File: src/rtl/bram_sweeper.sv
// Sweeps the interior cells of a 2-D array held in BRAM. For each cell it issues a NEIG read,
// offers the neighborhood to the compute stage, and writes the returned byte to the destination array.
module bram_sweeper #(
    parameter int AW = 40,
    parameter int DW = 40
) (
    input  logic          clk,
    input  logic          rst_n,
    input  logic          start,
    input  logic [AW-1:0] base_addr,
    input  logic [AW-1:0] dest_addr,
    input  logic [15:0]   arraywidth,
    input  logic [15:0]   rows,
    input  logic [15:0]   cols,
    output logic          busy,
    output logic          done,
    output logic [AW-1:0] MemAddr,
    output logic [DW-1:0] MemDataIn,
    input  logic [DW-1:0] MemDataOut,
    output logic [1:0]    mode,
    output logic          RW,
    output logic          nb_valid,
    output logic [DW-1:0] nb_data,
    input  logic          nb_ready,
    input  logic          res_valid,
    input  logic [7:0]    res_data,
    output logic          res_ready
);

    localparam logic [1:0] MODE_BYTE = 2'b00;
    localparam logic [1:0] MODE_WORD = 2'b10;
    localparam logic [1:0] MODE_NEIG = 2'b11;

    typedef enum logic [2:0] {
        IDLE,
        RD,
        RWAIT,
        OFFER,
        WAITRES,
        WR,
        DONE
    } state_t;

    state_t        state;
    logic [AW-1:0] pitch;
    logic [AW-1:0] src_row;
    logic [AW-1:0] dst_row;
    logic [AW-1:0] src;
    logic [AW-1:0] dst;
    logic [15:0]   row_idx;
    logic [15:0]   col_idx;
    logic [15:0]   row_last;
    logic [15:0]   col_last;

    logic [AW-1:0] aw_ext;
    logic [AW-1:0] row1_src;
    logic [AW-1:0] row1_dst;
    logic [AW-1:0] next_src_row;
    logic [AW-1:0] next_dst_row;
    logic          degenerate;

    // Row starts are tracked separately so a row step is one add of the pitch, never a multiply.
    assign aw_ext       = {{(AW-16){1'b0}}, arraywidth};
    assign row1_src     = base_addr + aw_ext;
    assign row1_dst     = dest_addr + aw_ext;
    assign next_src_row = src_row + pitch;
    assign next_dst_row = dst_row + pitch;
    assign degenerate   = (rows < 16'd3) || (cols < 16'd3);

    always_ff @(posedge clk or negedge rst_n) begin
        if (!rst_n) begin
            state     <= IDLE;
            busy      <= 1'b0;
            done      <= 1'b0;
            MemAddr   <= '0;
            MemDataIn <= '0;
            mode      <= MODE_WORD;
            RW        <= 1'b1;
            nb_valid  <= 1'b0;
            nb_data   <= '0;
            res_ready <= 1'b0;
            pitch     <= '0;
            src_row   <= '0;
            dst_row   <= '0;
            src       <= '0;
            dst       <= '0;
            row_idx   <= '0;
            col_idx   <= '0;
            row_last  <= '0;
            col_last  <= '0;
        end else begin
            case (state)
                IDLE: begin
                    if (start) begin
                        busy     <= 1'b1;
                        pitch    <= aw_ext;
                        row_last <= rows - 16'd2;
                        col_last <= cols - 16'd2;
                        row_idx  <= 16'd1;
                        col_idx  <= 16'd1;
                        src_row  <= row1_src;
                        dst_row  <= row1_dst;
                        src      <= row1_src + AW'(1);
                        dst      <= row1_dst + AW'(1);
                        if (degenerate) begin
                            state <= DONE;
                            done  <= 1'b1;
                        end else begin
                            state   <= RD;
                            MemAddr <= row1_src + AW'(1);
                            mode    <= MODE_NEIG;
                            RW      <= 1'b1;
                        end
                    end
                end
                RD: begin
                    state   <= RWAIT;
                    MemAddr <= '0;
                    mode    <= MODE_WORD;
                end
                RWAIT: begin
                    nb_data  <= MemDataOut;
                    nb_valid <= 1'b1;
                    state    <= OFFER;
                end
                OFFER: begin
                    if (nb_ready) begin
                        nb_valid  <= 1'b0;
                        res_ready <= 1'b1;
                        state     <= WAITRES;
                    end
                end
                WAITRES: begin
                    if (res_valid) begin
                        res_ready <= 1'b0;
                        MemAddr   <= dst;
                        MemDataIn <= {{(DW-8){1'b0}}, res_data};
                        mode      <= MODE_BYTE;
                        RW        <= 1'b0;
                        state     <= WR;
                    end
                end
                // The write lasts one cycle; the next read address is registered on the same edge.
                WR: begin
                    MemAddr   <= '0;
                    MemDataIn <= '0;
                    mode      <= MODE_WORD;
                    RW        <= 1'b1;
                    if (col_idx == col_last) begin
                        if (row_idx == row_last) begin
                            state <= DONE;
                            done  <= 1'b1;
                        end else begin
                            row_idx <= row_idx + 16'd1;
                            col_idx <= 16'd1;
                            src_row <= next_src_row;
                            dst_row <= next_dst_row;
                            src     <= next_src_row + AW'(1);
                            dst     <= next_dst_row + AW'(1);
                            MemAddr <= next_src_row + AW'(1);
                            mode    <= MODE_NEIG;
                            state   <= RD;
                        end
                    end else begin
                        col_idx <= col_idx + 16'd1;
                        src     <= src + AW'(1);
                        dst     <= dst + AW'(1);
                        MemAddr <= src + AW'(1);
                        mode    <= MODE_NEIG;
                        state   <= RD;
                    end
                end
                DONE: begin
                    done  <= 1'b0;
                    busy  <= 1'b0;
                    state <= IDLE;
                end
                default: begin
                    state <= IDLE;
                end
            endcase
        end
    end

endmodule

File: config.mk
export PLATFORM = sky130hd
export DESIGN_NAME = bram_sweeper
export DESIGN_NICKNAME = d
export VERILOG_FILES = /design/src/rtl/bram_sweeper.sv
export SDC_FILE = /design/constraint.sdc
export NUM_CORES = 1
export LEC_CHECK = 0
export ABC_AREA = 1
export CORE_ASPECT_RATIO = 2
export CORE_MARGIN = 2
export CORE_UTILIZATION = 50
export DETAILED_ROUTE_END_ITERATION = 8
export DONT_BUFFER_PORTS = 1
export PLACE_DENSITY = 0.66
export RECOVER_POWER = 25
export SLEW_MARGIN = 20
export SYNTH_ARGS = -nofsm -noshare
export SYNTH_HDL_FRONTEND = slang
export SYNTH_SLANG_ARGS = --single-unit
File: constraint.sdc
create_clock -name clk -period 5.1 [get_ports clk]
set_input_delay 0.255 -clock clk [delete_from_list [all_inputs] [get_ports clk]]
set_output_delay 0.255 -clock clk [all_outputs]
set_load 0.02 [all_outputs]
## Word-level counts from Yosys, hierarchy flattened

Cells that the tools add are included.

| word-level totals | value |
|---|---|
| register bits after elaboration | 370 |
| bits in latches | 0 |
| memory bits (writable) | 0 |
| bits in read-only memories | 0 |
| input port bits | 181 |
| output and inout port bits | 127 |
| logic and storage cells | 132 |
| memories | 0 |

| cells by class | value |
|---|---|
| $add $sub $neg | 14 |
| multiply operators | 0 |
| div/mod/pow operators | 0 |
| order comparisons | 2 |
| equality and inequality tests | 17 |
| shift operators | 0 |
| mux-type cells | 59 |
| bitwise logic cells | 0 |
| reductions and logical operators | 21 |

Operators with widths:

| operator | count |
|---|---|
| $mux 40 | 18 |
| $pmux 40 s2 | 5 |
| $add 40x1->40 const B | 6 |
| $add 40x16->40 | 4 |
| $pmux 40 s4 | 1 |
| $mux 16 | 5 |
| $pmux 16 s2 | 2 |
| $add 16x1->16 const B | 2 |
| $eq 16x16->1 | 2 |
| $lt 16x2->1 const B | 2 |
| $sub 16x2->16 const B | 2 |
| $mux 3 | 6 |
| $pmux 3 s6 | 1 |
| $ne 2x2->1 const B | 8 |
| $reduce_and 4->1 | 3 |
| $mux 1 | 11 |
| $reduce_bool 2->1 | 5 |
| $eq 3x3->1 const B | 3 |
| $reduce_and 3->1 | 3 |
| $mux 2 | 4 |
| $pmux 2 s4 | 1 |
| $reduce_and 2->1 | 4 |
| $eq 3x2->1 const B | 2 |
| $pmux 1 s2 | 3 |
| 8 further kinds | 10 |

## Logic depth before layout (Yosys ltp)

| depth | value |
|---|---|
| depth in word-level cells | 5 |
| mapped depth | 26 |
| mapped depth without buffers | 26 |

## Worst setup path before layout

OpenSTA, ideal clock, no wires.

| timing | value |
|---|---|
| kind | reg-to-reg |
| from | register pitch[0] |
| to | register MemAddr[36] |
| setup time | 0.116 ns |
| arrival time | 2.819 ns |
| required time | 4.984 ns |
| slack | 2.165 ns |
| cell stages (with the launch flop) | 21 |
| path buffers | 0 |
| period minus slack after synthesis | 2.935 ns |
| cell sequence | dfrtp_1 > ha_1 > inv_1 > fa_1 > inv_1 > ha_1 > inv_1 > nor2_1 > nand2_2 > nor2_2 > nand3_2 > nor3_4 > nand3_2 > nor3_4 > nand4_1 > nand3_1 > nand2_1 > nand2_1 > nand3_1 > nand2_1 > nand2_1 |

| between the ends | value |
|---|---|
| cells in the longest elaborated chain, start to end | 5 |

RTL lines:

| what | RTL line | RTL |
|---|---|---|
| from (decl) | 45 | `logic [AW-1:0] pitch;` |
| from (signal assigned) | 96 | `pitch <= aw_ext;` |
| $add 40x16->40 | 66 | `assign next_src_row = src_row + pitch;` |
| $add 40x1->40 | 160 | `MemAddr <= next_src_row + AW'(1);` |
| $mux 40 | 150 | `if (row_idx == row_last) begin` |
| $mux 40 | 149 | `if (col_idx == col_last) begin` |
| $pmux 40 s4 | 92 | `case (state)` |
| to (signal assigned) | 110 | `MemAddr <= row1_src + AW'(1);` |
| to (signal assigned) | 160 |  |
| to (signal assigned) | 168 | `MemAddr <= src + AW'(1);` |
| to (decl) | 17 | `output logic [AW-1:0] MemAddr,` |

No other way between the ends.
A chain may end at the register's enable or synchronous reset.

## Final worst setup path

| timing | value |
|---|---|
| from | register state[2] |
| to | register dst[30] |

| between the ends | value |
|---|---|
| cells in the longest elaborated chain, start to end | 3 |
| elaborated cells between the ends (all ways) | 7 |
| classes of those cells | eq/ne (3); mux (1); reduce/logical (3) |

RTL lines:

| what | RTL line | RTL |
|---|---|---|
| from (decl) | 44 | `state_t state;` |
| from (signal assigned) | 72 | `state <= IDLE;` |
| from (signal assigned) | 106 | `state <= DONE;` |
| from (signal assigned) | 109 | `state <= RD;` |
| $eq 3x3->1 / $logic_not 3->1 (equally long branches) | 92 |  |
| $ne 3x3->1 (no source line) (tied with other cells) | - |  |
| $reduce_and 3->1 (no source line) | - |  |
| to (signal assigned) | 104 | `dst <= row1_dst + AW'(1);` |
| to (signal assigned) | 159 | `dst <= next_dst_row + AW'(1);` |
| to (signal assigned) | 167 | `dst <= dst + AW'(1);` |
| to (decl) | 49 | `logic [AW-1:0] dst;` |

Several ways; a longest one is shown, not always the timed one.

==> flow_metrics.env <==
export IMPL_routed_wl_mm=140
export IMPL_maxCapViolCount=0
export IMPL_clk_latency_ps=580
export IMPL_ys_flop_type="dfrtp_1"
export IMPL_die_h_um=353
export IMPL_status="finished, violations left"
export IMPL_cp_start_kind="flip-flop"
export IMPL_fin_crit_ps=4340
export IMPL_die_x_um=179
export IMPL_final_nets=5358
export IMPL_synth_edf_count=0
export IMPL_synth_top_area_cell="dfrtp_1"
export IMPL_slew_headroom_pct=12.1
export IMPL_vias=34700
export IMPL_failed_checks="negative hold slack"
export IMPL_crit_path_max_fanout=35
export IMPL_portBuffers=0
export IMPL_worst_setup_path_end_kind="flip-flop"
export IMPL_viasPerCell=5.88
export IMPL_fin_crit_sh_pct=85.0
export IMPL_n_fill_cell=6292
export IMPL_clock_sinks=338
export IMPL_syn_area_um2=30500
export IMPL_syn_avg_cell_area_um2=6.02
export IMPL_drt_iter0_drc=3816
export IMPL_antenna_found_initial=2
export IMPL_wire_per_inst_um=23.6
export IMPL_antenna_left=0
export IMPL_fmax_mhz=231
export IMPL_yosysTopAreaCellShare_pct=27.6
export IMPL_hp_class="in -> async"
export IMPL_core_area_um2=60500
export IMPL_powerDensity_nw_per_um2=609
export IMPL_syn_inst=5065
export IMPL_hold_violations=336
export IMPL_skew_ps=34.0
export IMPL_holdWs_ps=-614
export IMPL_cts_hold_buf=103
export IMPL_worstSetupPathType="reg -> reg"
export IMPL_drt_first_pass_iters=6
export IMPL_grt_pass1_wl_mm=205
export IMPL_numCtsBuffers=36
export IMPL_start_util_pct=50.3
export IMPL_irDropWorstVdd_uv=540
export IMPL_clock_path_buffers=3
export IMPL_tightest_slew_ps=1310
export IMPL_final_core_util_pct=55.0
export IMPL_grt_usage_pct=44.0
export IMPL_antenna_cells=0
export IMPL_overflow=0
export IMPL_synth_cell_types=66
export IMPL_dieArea_um2=63100
export IMPL_dpl_cell_area_um2=31000
export IMPL_ys_seq_area_share_pct=27.8
export IMPL_ys_async_sr_fraction_pct=100
export IMPL_syn2layout_area_growth_pct=9.34
export IMPL_leakage_uw=0.0168
export IMPL_yosys_warnings=0
export IMPL_drc=0
export IMPL_rsz0062_at_grt="false"
export IMPL_core_rowCount=128
export IMPL_grt_max_degree=339
export IMPL_synth_area_top_cells="dfrtp_1, nand2_1, nand3_1"
export IMPL_ys_seq_elements=338
export IMPL_slew_viol_final=0
export IMPL_post_cts_buffers=0
export IMPL_setup_viol=0
export IMPL_required_ps=5560
export IMPL_cts_tree="built"
export IMPL_cts_resized=0
export IMPL_final_layout_size_suffix_gt1_share_pct=4.49
export IMPL_htree_levels=2
export IMPL_io_pins=308
export IMPL_grt_pass1_vias=33000
export IMPL_final_setup_tns_ps=0
export IMPL_routabilityCongestion=1.10
export IMPL_clk_pin_slew_ps=70
export IMPL_clockRootBuffer="clkbuf_16"
export IMPL_dp_hpwl_mm=108
export IMPL_postLayoutCellArea_um2=33300
export IMPL_worstPathArrival_ps=4800
routing by layer:
metal | share of wire (%) | track usage [%]
met5 | 0.017 | 0
met4 | 12 | 43.0
met1 | 34 | 47.2
met3 | 8.0 | 8.75
met2 | 46 | 70.3
cells in the mapped netlist, drive strengths merged (12+ instances only):
cell type  instances
o211ai            12
nand2           1878
nand4            111
o21ai            255
dfrtp            336
a31oi             38
xnor2             33
buf               70
xor2             112
nor4              28
o22ai             13
a221oi            12
nor3              89
nand3            456
nand3b            21
inv              597
nor2             563
clkbuf            86
a22oi             15
a21oi            193
ha                72
through the flow:
step                      power, µW  worst slack (ps)  hold slack [ps]  std cells
after global routing          21500               607             -622       5906
after floorplan               12800              2160            -40.6       5096
final                         20300               762             -614       5906
after CTS                     19800               837             -628       5906
after detailed placement      16900               859            -22.5       5740
after global placement        16700               894            -28.2       5740
cells in the final DEF, fill, tap and decap left out, types with 6 or more instances in the layout:
| master | Yosys | final |
|---|---|---|
| a21oi_1 | 190 | 190 |
| a221oi_1 | 12 | 12 |
| a22oi_1 | 15 | 15 |
| a31oi_1 | 38 | 38 |
| buf_4 | 36 | 17 |
| clkbuf_1 | 86 | 6 |
| clkbuf_16 | 0 | 36 |
| clkbuf_8 | 0 | 9 |
| conb_1 | 1 | 32 |
| dfrtp_1 | 336 | 336 |
| dlygate4sd3_1 | 0 | 103 |
| ha_1 | 72 | 72 |
| inv_1 | 567 | 566 |
| inv_2 | 30 | 29 |
| nand2_1 | 1842 | 1840 |
| nand2_2 | 31 | 33 |
| nand3_1 | 444 | 444 |
| nand3_2 | 12 | 12 |
| nand3b_1 | 21 | 21 |
| nand4_1 | 110 | 110 |
| nor2_1 | 532 | 530 |
| nor2_2 | 25 | 25 |
| nor2_4 | 6 | 8 |
| nor3_1 | 78 | 77 |
| nor3_2 | 9 | 9 |
| nor4_1 | 28 | 27 |
| o211ai_1 | 10 | 10 |
| o21a_1 | 6 | 6 |
| o21ai_0 | 230 | 230 |
| o21ai_1 | 25 | 25 |
| o22ai_1 | 13 | 13 |
| or2_2 | 7 | 7 |
| xnor2_1 | 33 | 33 |
| xor2_1 | 104 | 102 |
| xor2_2 | 4 | 6 |
where the power goes:
group	switching, µW	total [µW]	internal [µW]
clock network	1230	2870	1640
registers	1760	5690	3930
logic	8570	11700	3140
cell families after synthesis:
| group | share of synthesized area [%] |
|---|---|
| and+or+nand+nor | 44.2 |
| buffers and inverters | 9.85 |
| AOI/OAI and AO/OA | 10.4 |
| DFF | 27.8 |
| xor gates and xnor gates | 4.51 |
| adders and majority gates | 3.22 |
| other | 0.0123 |
critical path: stages, from the launching register on:
cell,delay (ps)
dfrtp_1,450
inv_1,150
nor3_4,390
inv_4,270
nor2_4,810
inv_2,300
o211ai_2,270
ha_1,340
inv_1,110
nor2_4,220
nand2_1,190
nor2_1,320
nand3_1,130
xor2_1,150
nand2_1,60
nand2_1,50
area by class of cell:
class	instances	area [µm²]	share of cell area, %
clock buffers	51	1050	3.14
clock inverters	12	181	0.544
inverters	600	2260	6.77
multi-input cells	4002	19200	57.6
flip-flops and latches	338	8460	25.4
well taps	780	976	2.93
repair buffers	123	1220	3.66
path summary, 6_finish.rpt:
| check | start | end | slack [ps] | cells after the start |
|---|---|---|---|---|
| worst max-delay path | state[2] | dst[30] | 760 | 15 |
| worst min-delay path | rst_n | src_row[23] | -610 | 0 |
| worst max register to register | state[2] | dst[30] | 760 | 15 |
| worst min register to register | dst[16] | dst[16] | 490 | 2 |
| max in group asynchronous | rst_n | dst_row[27] | 4720 | 0 |
| min in group clk | cols[5] | col_last[6] | 20 | 5 |
registers in the layout, summed over array words and instances (netlist names), 3 cells and up:
signal and count:
col_last 16, src_row 40, src 40, nb_data 40, dst_row 40, row_idx 16
state 3, col_idx 16, dst 40, pitch 16, row_last 16, MemDataIn 8
MemAddr 40
No activity file was read; power rests on OpenSTA's default activity.
